## src/rtl/uart_pkt_gen.sv

```systemverilog
// uart_pkt_gen: on each vsync rising edge, sends the target-box centres as a UART byte packet.
// Defining UART_PKT_CHKSUM_EN appends a modulo-256 checksum byte.
module uart_pkt_gen #(
  parameter int NUM_TGT = 2,
  parameter int X_W = 11,
  parameter int Y_W = 10,
  parameter logic [7:0] HDR0 = 8'hFF,
  parameter logic [7:0] HDR1 = 8'hA5
) (
  input  logic                            clk,
  input  logic                            reset,
  input  logic                            vsync_i,
  input  logic [NUM_TGT*2*(X_W+Y_W)-1:0]  tgt_box,
  input  logic [NUM_TGT-1:0]              tgt_valid,
  input  logic                            tx_busy,
  output logic [7:0]                      write_data,
  output logic                            write_en,
  output logic                            busy,
  output logic                            pkt_done,
  output logic                            frame_drop
);
  localparam int BW = 2*(X_W+Y_W);
`ifdef UART_PKT_CHKSUM_EN
  localparam int LEN = 5 + 5*NUM_TGT;
`else
  localparam int LEN = 4 + 5*NUM_TGT;
`endif
  localparam int IW = $clog2(LEN+1);
  typedef enum logic [2:0] {S_IDLE, S_LOAD, S_SEND, S_WAIT, S_DONE} state_t;
  state_t             r_state;
  logic               r_vsync_d;
  logic               r_txb_d;
  logic [7:0]         r_frame;
  logic [IW-1:0]      r_idx;
  logic [NUM_TGT-1:0] r_valid;
  logic [15:0]        r_cx [NUM_TGT];
  logic [15:0]        r_cy [NUM_TGT];
`ifdef UART_PKT_CHKSUM_EN
  logic [7:0]         r_sum;
`endif
  logic [X_W-1:0]     w_cx [NUM_TGT];
  logic [Y_W-1:0]     w_cy [NUM_TGT];
  logic [7:0]         w_byte;
  logic               w_vedge;
  logic               w_tfall;
  assign w_vedge = vsync_i & ~r_vsync_d;
  assign w_tfall = ~tx_busy & r_txb_d;
  // Sums are one bit wider than the coordinate, so the halved result never wraps.
  for (genvar g = 0; g < NUM_TGT; g++) begin : g_ctr
    assign w_cx[g] = X_W'(((X_W+1)'(tgt_box[g*BW +: X_W]) + (X_W+1)'(tgt_box[g*BW+X_W+Y_W +: X_W])) >> 1);
    assign w_cy[g] = Y_W'(((Y_W+1)'(tgt_box[g*BW+X_W +: Y_W]) + (Y_W+1)'(tgt_box[g*BW+2*X_W+Y_W +: Y_W])) >> 1);
  end
  always_comb begin
    w_byte = r_idx == IW'(0) ? HDR0 :
             r_idx == IW'(1) ? HDR1 :
             r_idx == IW'(2) ? r_frame :
             r_idx == IW'(3) ? 8'(NUM_TGT) : 8'h00;
    for (int t = 0; t < NUM_TGT; t++) begin
      if (r_idx == IW'(4+5*t)) w_byte = {7'd0, r_valid[t]};
      if (r_idx == IW'(5+5*t)) w_byte = r_cx[t][15:8];
      if (r_idx == IW'(6+5*t)) w_byte = r_cx[t][7:0];
      if (r_idx == IW'(7+5*t)) w_byte = r_cy[t][15:8];
      if (r_idx == IW'(8+5*t)) w_byte = r_cy[t][7:0];
    end
`ifdef UART_PKT_CHKSUM_EN
    if (r_idx == IW'(LEN-1)) w_byte = r_sum;
`endif
  end
  always_ff @(posedge clk) begin
    if (reset) begin
      r_state    <= S_IDLE;
      r_vsync_d  <= 1'b0;
      r_txb_d    <= 1'b0;
      r_frame    <= 8'd0;
      r_idx      <= '0;
      write_en   <= 1'b0;
      write_data <= 8'd0;
      busy       <= 1'b0;
      pkt_done   <= 1'b0;
      frame_drop <= 1'b0;
`ifdef UART_PKT_CHKSUM_EN
      r_sum      <= 8'd0;
`endif
    end else begin
      r_vsync_d  <= vsync_i;
      r_txb_d    <= tx_busy;
      write_en   <= 1'b0;
      pkt_done   <= 1'b0;
      frame_drop <= w_vedge && r_state != S_IDLE;
      case (r_state)
        S_IDLE: if (w_vedge) begin
          r_state <= S_LOAD;
          busy    <= 1'b1;
          r_idx   <= '0;
        end
        S_LOAD: begin
          for (int t = 0; t < NUM_TGT; t++) begin
            r_cx[t] <= tgt_valid[t] ? 16'(w_cx[t]) : 16'd0;
            r_cy[t] <= tgt_valid[t] ? 16'(w_cy[t]) : 16'd0;
          end
          r_valid    <= tgt_valid;
          r_state    <= S_SEND;
          write_en   <= 1'b1;
          write_data <= w_byte;
          r_idx      <= r_idx + 1'b1;
`ifdef UART_PKT_CHKSUM_EN
          r_sum      <= 8'd0;
`endif
        end
        S_SEND: r_state <= S_WAIT;
        S_WAIT: if (w_tfall) begin
          if (r_idx == IW'(LEN)) begin
            r_state  <= S_DONE;
            pkt_done <= 1'b1;
          end else begin
            r_state    <= S_SEND;
            write_en   <= 1'b1;
            write_data <= w_byte;
            r_idx      <= r_idx + 1'b1;
`ifdef UART_PKT_CHKSUM_EN
            if (r_idx >= IW'(2) && r_idx <= IW'(LEN-2)) r_sum <= r_sum + w_byte;
`endif
          end
        end
        S_DONE: begin
          r_state <= S_IDLE;
          busy    <= 1'b0;
          r_frame <= r_frame + 8'd1;
          r_idx   <= '0;
        end
        default: r_state <= S_IDLE;
      endcase
    end
  end
endmodule

```

## config.mk

```make
export PLATFORM = sky130hd
export DESIGN_NAME = uart_pkt_gen
export DESIGN_NICKNAME = d
export VERILOG_FILES = /design/src/rtl/uart_pkt_gen.sv
export SDC_FILE = /design/constraint.sdc
export NUM_CORES = 1
export LEC_CHECK = 0
export ABC_AREA = 1
export BUFFER_PORTS_ARGS = -buffer_cell sky130_fd_sc_hd__clkbuf_2
export CAP_MARGIN = 20
export CORE_MARGIN = 4
export CORE_UTILIZATION = 55
export DETAILED_ROUTE_END_ITERATION = 16
export GPL_TIMING_DRIVEN = 0
export PLACE_DENSITY_LB_ADDON = 0.08
export SYNTH_ARGS = -nofsm -noshare
export SYNTH_HDL_FRONTEND = slang
export SYNTH_SLANG_ARGS = --single-unit
```

## constraint.sdc

```tcl
create_clock -name clk -period 7.5 [get_ports clk]
set_input_delay 0.75 -clock clk [delete_from_list [all_inputs] [get_ports clk]]
set_output_delay 0.75 -clock clk [all_outputs]
set_load 0.02 [all_outputs]
```

==> flow_metrics.py, run 1 <==
metrics = {
    "synth": {
        "synth_top_area_share_pct": 26.4,
        "synth_cell_types": 51,
        "synth_top_cell_by_area": "edfxtp_1",
        "synthTopCellsByArea": "edfxtp_1, dfxtp_1, ha_1",
        "synth-async-reset-ratio_pct": 0,
        "ys_seq_area_share_pct": 38.1,
        "synth_edf_count": 44,
        "synth.ff_latch_count": 73,
        "synth_fp_nets": 755,
        "synth_ff_type": "edfxtp_1",
        "yosysWarnings": 0,
        "syn_area_mm2": 0.00500,
        "syn_avg_cell_area_um2": 8.10,
        "syn_inst": 617,
    },
    "floorplanning": {
        "die_area_mm2": 0.0107,
        "core_area_mm2": 0.00876,
        "dieWidth_um": 103,
        "placementRows": 34,
        "start_util_pct": 57.0,
        "pin_count": 102,
        "die_h_um": 103,
    },
    "timing": {
        "finalCriticalPeriod_ns": 2.50,
        "tightest_slew_ns": 0.880,
        "rsz0062_at_grt": "false",
        "setup_tns_ns": 0,
        "max_freq_mhz": 399,
        "maxSlewHeadroom_pct": 41.0,
        "finalClockSkew_ns": 0.0103,
        "fin_crit_sh_pct": 33.4,
        "hold_violations": 0,
        "setup_viol": 0,
        "final_max_slew_viol_count": 0,
        "fin_ws_ns": 5.00,
    },
    "cts": {
        "cts-root-buf": "clkbuf_8",
        "insertion_delay_ns": 0.34,
        "cts_tree": "yes",
        "htreeDepth": 3,
        "clock-sinks": 73,
        "path_clk_slew_ns": 0.07,
        "hold_buffers": 0,
        "clk_path_buf_depth": 2,
        "cts_buffers": 9,
        "cts_resized": 0,
        "post_cts_buffers": 0,
    },
    "placed_design": {
        "detailedPlace.worstSlack_ns": 4.62,
        "place_congestion": 0.881,
        "placed_area_mm2": 0.00568,
        "hpwl_um": 9180,
        "port-buffer-count": 101,
        "dpl.cell_count": 829,
    },
    "grt": {
        "grt_pass1_vias": 4278,
        "antenna_found_initial": 0,
        "globalRoute.totalOverflow": 0,
        "grt_max_degree": 15,
        "grt_usage_pct": 21.3,
        "grt_pass1_wl_um": 18200,
    },
    "power": {
        "p_total_uw": 1110,
        "power.density_mw_per_mm2": 189,
        "ir_worst_vdd_v": 0.0000987,
        "leakage_uw": 0.00268,
    },
    "worst_setup_path": {
        "cp_slowest_cell": "nor3_2",
        "r2r_setup_slack_ns": 5.07,
        "end_kind": "flip-flop",
        "r2r_start": "r_state[0]",
        "path_cells": "clkbuf_2 > clkbuf_1 > nor3_2 > buf_6 > buf_6 > buf_6",
        "critPathMaxFanout": 14,
        "critPathArrivalTime_ns": 2.55,
        "cp_common_cell": "buf_6",
        "r2r_cells": 7,
        "worstReg2RegEnd": "r_cx[0][1]",
        "critical_path.max_stage_delay_ns": 0.77,
        "crit_type": "in -> reg",
        "startpoint_type": "input pin",
        "cp.required_ns": 7.55,
        "cp-startpoint": "reset",
    },
    "final_layout": {
        "drive_gt1_share_pct": 21.4,
        "post_layout_nonfiller_instances": 845,
        "final_area_mm2": 0.00586,
        "most-common-layout-cells": "clkbuf_2, nand2_1, inv_1",
        "mostFrequentLayoutCell": "clkbuf_2",
        "nets": 870,
        "diodes": 0,
        "area_growth_pct": 17.3,
    },
    "detailed_routing": {
        "vias_per_cell": 5.39,
        "drt_iter0_drc": 223,
        "first_pass_iters": 4,
        "totalWireLength_um": 11100,
        "drc_errors": 0,
        "ant_nets": 0,
        "num_vias": 4554,
        "wl_per_cell_um": 13.1,
    },
    "run": {
        "drv_cap": 0,
    },
    "min_path": {
        "whs_path_depth": 2,
        "min_to": "write_data[0]",
        "hold_path_class": "reg -> reg",
        "hp-start": "write_data[0]",
    },
    "status": {
        "status": "complete, no violations",
    },
}
[layer usage]
layer | part of all wire, % | global-route usage [%] | up-vias
met4 | 1.9 | 6.27 | 0
met2 | 50 | 37.3 | 101
met3 | 4.4 | 3.96 | 14
li1 | - | - | 2371
met5 | 0 | 0 | -
met1 | 44 | 26.7 | 2068
[worst max-delay path by stage]
stage,end,depth (start not counted)
final,r_cx[0][1],6
after global routing,r_cx[0][0],6
after CTS,r_valid[0],6
after detailed placement,r_valid[0],6
after global placement,r_cx[0][5],3
after floorplan,r_cx[0][0],2
[final cells by class]
class / instances / area (um2)
Sequential cell: 73 / 1900
Clock inverter: 2 / 10.0
Buffer: 9 / 57.6
Timing Repair Buffer: 104 / 539
Tap cell: 108 / 135
Clock buffer: 14 / 174
Fill cell: 780 / 2900
Inverter: 90 / 345
Multi-Input combinational cell: 445 / 2700
[cells by family (layout without fill, tap and decap cells)]
logic type	after synthesis	count (layout)	share of synthesized area (%)
adder cells (fa/ha/maj)	48	48	12.6
flip-flops	73	73	38.1
AND/OR/NAND/NOR	199	199	18.5
AO/OA/AOI/OAI	198	198	22.8
buffers and inverters	99	219	8.06
[worst max-delay path: cells and delay by family]
| family | cells | cell delay, ns |
|---|---|---|
| buffers and inverters | 5 | 1.01 |
| and+or+nand+nor | 1 | 0.77 |
[sequential cells by signal, indices dropped and copies added, names as in the netlist]
signal / flops
busy: 1
frame_drop: 1
pkt_done: 1
r_cx: 22
r_cy: 20
r_frame: 8
r_idx: 4
r_state: 3
r_txb_d: 1
r_valid: 2
r_vsync_d: 1
write_data: 8
write_en: 1
[report_power, final]
| group | internal [uW] | switching (uW) | total (uW) |
|---|---|---|---|
| logic | 125 | 207 | 332 |
| clock network | 149 | 135 | 284 |
| registers | 474 | 18.7 | 493 |
[per-stage QoR]
stage / hold slack [ns] / utilization [%]
6_report: 0.485 / 66.9
5_1_grt: 0.502 / 66.9
4_1_cts: 0.486 / 66.9
3_5_place_dp: 0.475 / 64.8
3_3_place_gp: 0.455 / 64.3
2_1_floorplan: 0.456 / -
[cells in the mapped netlist, types with 3 or more instances]
master and count:
a21oi_1 76, a22oi_1 4, a31oi_1 7, buf_6 3, clkbuf_1 5, dfxtp_1 29
edfxtp_1 44, fa_1 4, ha_1 44, inv_1 80, inv_2 8, nand2_1 99
nand3_1 17, nand4_1 3, nor2_1 42, nor2_2 6, nor2_4 4, nor3_1 12
o211ai_1 4, o21a_1 7, o21ai_0 63, o21ai_1 12, o21bai_1 6
No activity file was read; power rests on OpenSTA's default activity.
==> run 2, diff against run 1 <==
ABC_AREA = 0   (was 1)
CORE_UTILIZATION = 51   (was 55)
clock period = 2 ns   (was 7.5 ns; I/O delays follow)
==> run 2 against run 1 <==
Global-route usage rose by 0.43 points. Synthesized area rose by 3.7%. Cell area rose by 6.3%. Via count rose by 4.0%. Synthesized cell count fell by 7.6%. Clock skew barely moved. Die area rose by 11%. Combinational power rose to 2.9 times the previous value. Register-to-register slack got worse by 5.0 ns. Sequential share of layout area fell by 1.8 points. Wire length rose by 14%. Largest power group unchanged.
==> flow_metrics.py, run 2 <==
metrics = {
    "status": {
        "status": "complete, no violations",
    },
    "run": {
        "drv_cap": 0,
    },
    "worst_setup_path": {
        "cp_slowest_cell": "a222oi_1",
        "critical-path-top-delay-family": "compound AO/OA/AOI/OAI gates",
        "end_kind": "flip-flop",
        "path_cells": "inv_1 > ha_2 > clkbuf_2 > a32o_1 > a222oi_1 > a211oi_1",
        "path_buf_inv": 2,
        "critical_path.max_stage_delay_ns": 0.41,
        "critPathArrivalTime_ns": 2.18,
        "startpoint_type": "flip-flop",
        "cp.required_ns": 2.21,
        "critPathMaxFanout": 10,
        "crit_type": "reg -> reg",
    },
    "cts": {
        "insertion_delay_ns": 0.35,
        "clock-sinks": 73,
        "clk_path_buf_depth": 2,
        "cts_buffers": 9,
        "post_cts_buffers": 0,
        "cts-root-buf": "clkbuf_8",
        "cts_tree": "yes",
        "path_clk_slew_ns": 0.08,
        "htreeDepth": 3,
    },
    "final_layout": {
        "drive_gt1_share_pct": 22.9,
        "top_regs": "r_cx (22), r_cy (20)",
        "diodes": 0,
        "area_growth_pct": 20.2,
        "mostFrequentLayoutCell": "clkbuf_2",
        "fin_util_pct": 63.4,
        "largest_register_ffs": 22,
        "fillCellCount": 896,
        "most-common-layout-cells": "clkbuf_2, nor2_1, nand2_1",
        "multi_input_area_mm2": 0.00312,
        "nets": 822,
        "regMostFlops": "r_cx",
        "seqCellArea_mm2": 0.00191,
    },
    "synth": {
        "synth_top_area_share_pct": 25.5,
        "synth.ff_latch_count": 73,
        "synth_common_cells": "nor2_1, nand2_1, edfxtp_1, ha_1, a21oi_1",
        "syn_avg_cell_area_um2": 9.09,
        "synth-async-reset-ratio_pct": 0,
        "ys_seq_area_share_pct": 36.7,
        "syn_area_mm2": 0.00518,
        "yosysWarnings": 0,
        "synth_fp_nets": 708,
        "synth_ff_type": "edfxtp_1",
        "synthMostInstantiatedCell": "nor2_1",
        "synth_cell_types": 62,
        "synthTopCellsByArea": "edfxtp_1, dfxtp_1, ha_1",
        "syn_inst": 570,
        "synth_top_cell_by_area": "edfxtp_1",
        "synth_edf_count": 44,
    },
    "detailed_routing": {
        "totalWireLength_um": 12700,
        "ant_nets": 0,
        "drt_iter0_drc": 263,
        "vias_per_cell": 5.76,
        "drc_errors": 0,
        "wl_per_cell_um": 15.4,
        "first_pass_iters": 7,
        "num_vias": 4738,
    },
    "timing": {
        "setup_viol": 0,
        "fin_crit_sh_pct": 98.3,
        "finalCriticalPeriod_ns": 1.97,
        "max_freq_mhz": 509,
        "maxSlewHeadroom_pct": 61.0,
        "hold_violations": 0,
        "tightest_slew_ns": 0.585,
        "setup_tns_ns": 0,
        "finalClockSkew_ns": 0.00995,
        "final_max_slew_viol_count": 0,
    },
    "placed_design": {
        "port-buffer-count": 101,
        "hpwl_um": 9980,
        "place_congestion": 0.913,
    },
    "grt": {
        "antenna_found_initial": 0,
        "grt_max_degree": 24,
        "grt_pass1_wl_um": 20500,
        "grt_usage_pct": 21.7,
        "globalRoute.totalOverflow": 0,
        "grt_pass1_vias": 4373,
    },
    "floorplanning": {
        "placementRows": 36,
        "dieWidth_um": 109,
        "core_area_mm2": 0.00982,
        "start_util_pct": 52.8,
        "die_h_um": 109,
        "die_area_mm2": 0.0118,
        "pin_count": 102,
    },
    "min_path": {
        "hold_path_class": "in -> reg",
    },
    "power": {
        "ir_worst_vdd_v": 0.000322,
        "power.density_mw_per_mm2": 649,
        "leakage_uw": 0.00263,
    },
}
## run 2: path summary, 6_finish.rpt
check | from | endpoint | slack, ns | cells past startpoint
min reg2reg | r_state[2] | r_state[1] | 0.48 | 1
max reg2reg | r_idx[1] | write_data[3] | 0.03 | 6
max | r_idx[1] | write_data[3] | 0.03 | 6
min | tgt_valid[1] | r_valid[1] | 0.04 | 1
## run 2: cell type report
type | instances | share of cell area [%]
well taps | 133 | 2.67
flip-flops and latches | 73 | 30.6
plain buffers | 24 | 2.33
multi-input cells | 443 | 50.2
inverters | 30 | 1.85
clock buffers | 10 | 2.05
clock inverters | 6 | 1.71
repair buffers | 103 | 8.60
## run 2: power by group
group	switching (uW)	leakage (uW)	internal, uW
registers	37.4	0.000646	1680
logic	537	0.00187	432
clock network	527	0.000114	822
total	1100	0.00263	2940
## run 2: what timing repair did
action / 4_1_cts / 5_1_grt
hold buffers: 0 / 0
gates resized for setup: 6 / 16
pin swaps: 0 / 1
setup endpoints to repair: 8 / 8
## run 2: layer usage
metal  vias up  share of wire, %  track usage, %  routed length, um
li1       2361                 -               -                  -
met1      2194                47            30.4               5970
met2       168                46            35.4               5830
met3        15               5.4            2.78                686
met4         0               1.3            5.86                163
met5         -                 0               0                  0
## run 2: per-stage QoR
step | area (um2) | setup slack (ns) | total power, uW | instances | hold WS [ns]
after floorplan | 5210 | -0.130 | 2410 | 570 | 0.299
after global placement | 5880 | -0.576 | 2670 | 804 | 0.406
after detailed placement | 5910 | -0.117 | 2700 | 806 | 0.404
after CTS | 6160 | 0.0159 | 4050 | 822 | 0.0369
after global routing | 6230 | -0.00142 | 4230 | 822 | 0.0424
final | 6230 | 0.0344 | 4040 | 822 | 0.0427
## run 2: cells by family after synthesis
kind of cell	count (synthesis)	share of synthesized area [%]
AND/OR/NAND/NOR	218	21.9
flip-flops	73	36.7
multiplexers	13	2.54
XOR/XNOR	10	1.69
buffers and inverters	54	4.47
adder cells (fa/ha/maj)	48	12.2
AO/OA/AOI/OAI	154	20.6
==> run 3, diff against run 2 <==
BUFFER_PORTS_ARGS = -buffer_cell sky130_fd_sc_hd__buf_2   (was -buffer_cell sky130_fd_sc_hd__clkbuf_2)
CORE_ASPECT_RATIO = 1.25   (was not set)
==> run 3 against run 2 <==
Clock skew decreased by 0.0060 ns. Power rose by 16%. Worst hold slack improved by 0.029 ns. Largest cell class unchanged.
==> flow_metrics.py, run 3 (same netlist as run 2, synthesis figures left out) <==
metrics = {
    "worst_setup_path": {
        "end_kind": "flip-flop",
        "critical_path.max_stage_delay_ns": 0.36,
        "cp.required_ns": 2.24,
        "startpoint_type": "flip-flop",
        "critPathMaxFanout": 10,
        "critPathArrivalTime_ns": 2.19,
        "path_cells": "inv_1 > ha_1 > clkbuf_4 > nand2_1 > a211oi_1 > o21ai_0 > a311oi_1",
        "cp_slowest_cell": "dfxtp_1",
        "cp-startpoint": "r_idx[1]",
        "crit_type": "reg -> reg",
        "r2r_start": "r_idx[1]",
    },
    "final_layout": {
        "largest_register_ffs": 22,
        "mostFrequentLayoutCell": "buf_2",
        "drive_gt1_share_pct": 22.2,
        "area_growth_pct": 22.0,
        "nets": 822,
        "most-common-layout-cells": "buf_2, nor2_1, nand2_1",
        "diodes": 0,
        "final_area_mm2": 0.00632,
        "top_regs": "r_cx (22), r_cy (20)",
        "regMostFlops": "r_cx",
    },
    "grt": {
        "grt_pass1_wl_um": 20900,
        "grt_max_degree": 23,
        "grt_pass1_vias": 4486,
        "grt_usage_pct": 21.4,
        "antenna_found_initial": 0,
        "globalRoute.totalOverflow": 0,
    },
    "detailed_routing": {
        "num_vias": 4726,
        "wl_met1_um": 5530,
        "drc_errors": 0,
        "wl_met2_um": 6390,
        "first_pass_iters": 5,
        "vias_per_cell": 5.80,
        "totalWireLength_um": 12800,
        "wl_per_cell_um": 15.7,
        "ant_nets": 0,
        "drt_iter0_drc": 229,
        "met3WireLength_um": 611,
        "top_layer": "met4",
    },
    "timing": {
        "max_freq_mhz": 513,
        "setup_viol": 0,
        "final_max_slew_viol_count": 0,
        "rsz0062_at_grt": "true",
        "tightest_slew_ns": 0.529,
        "fin_ws_ns": 0.0512,
        "finalClockSkew_ns": 0.00390,
        "setup_tns_ns": 0,
        "finalCriticalPeriod_ns": 1.95,
        "hold_violations": 0,
        "fin_crit_sh_pct": 97.4,
        "maxSlewHeadroom_pct": 64.7,
    },
    "placed_design": {
        "hpwl_um": 10100,
        "detailedPlace.worstSlack_ns": -0.102,
        "place_congestion": 0.896,
        "placed_area_mm2": 0.00591,
        "port-buffer-count": 101,
    },
    "cts": {
        "cts-root-buf": "clkbuf_16",
        "cts_tree": "yes",
        "insertion_delay_ns": 0.33,
        "post_cts_buffers": 0,
        "hold_buffers": 0,
        "htreeDepth": 3,
        "clock-sinks": 73,
        "path_clk_slew_ns": 0.06,
        "cts_buffers": 9,
        "clk_path_buf_depth": 2,
    },
    "power": {
        "ir_worst_vdd_v": 0.000413,
        "power.density_mw_per_mm2": 739,
        "leakage_uw": 0.00268,
    },
    "run": {
        "drv_cap": 0,
    },
    "floorplanning": {
        "pin_count": 102,
        "start_util_pct": 53.1,
        "dieWidth_um": 98.2,
        "core_area_mm2": 0.00976,
        "placementRows": 40,
        "die_area_mm2": 0.0118,
        "die_h_um": 121,
    },
    "min_path": {
        "hp-start": "tgt_valid[0]",
        "hold_path_class": "in -> reg",
    },
    "status": {
        "status": "complete, no violations",
    },
}
[run 3: cell types whose count changed in the layout (fill, tap and decap cells not counted), sizes merged]
cell	previous run	this run
buf	12	114
clkbuf	125	26
clkinv	4	2
clkinvlp	1	0
[run 3: metrics by stage]
step,hold WS (ns),total power [uW],util (%),cells
final,0.0722,4670,64.8,815
after CTS,0.0705,4690,64.5,815
after global routing,0.0743,4880,64.8,815
after global placement,0.407,2660,60.2,797
after floorplan,0.299,2410,-,570
after detailed placement,0.410,2700,60.5,799
[run 3: repair_timing]
item	4_1_cts	5_1_grt
pin swaps	0	1
setup endpoints to repair	6	8
gates resized for setup	4	9
[run 3: path summary, 6_finish.rpt]
check | depth (start not counted) | to | slack [ns]
setup / recovery | 7 | write_data[6] | 0.05
hold / removal | 1 | r_valid[0] | 0.07
setup reg to reg | 7 | write_data[6] | 0.05
hold reg to reg | 1 | r_state[1] | 0.47
[run 3: cell type report]
| cell class | instances | area [um2] |
|---|---|---|
| fillers | 850 | 3440 |
| multi-input cells | 443 | 3090 |
| flip-flops and latches | 73 | 1910 |
| repair buffers | 103 | 536 |
| clock buffers | 13 | 293 |
| well taps | 126 | 158 |
| plain buffers | 24 | 139 |
| inverters | 30 | 113 |
| clock inverters | 3 | 90.1 |
[run 3: power breakdown]
group | internal [uW] | switching (uW)
clock | 1400 | 591
combinational | 424 | 530
sequential | 1690 | 36.0
[run 3: layer usage]
layer	track usage (%)	vias up
li1	-	2360
met4	6.83	0
met2	37.4	132
met1	27.2	2206
met5	0	-
met3	3.23	28
[run 3: worst max-delay path, delay by kind of cell, from the launching register on]
family | cells | cell delay, ns
fa+ha+maj | 1 | 0.33
buf+inv | 2 | 0.42
compound gates | 3 | 0.68
simple gates | 1 | 0.07
flops | 1 | 0.36
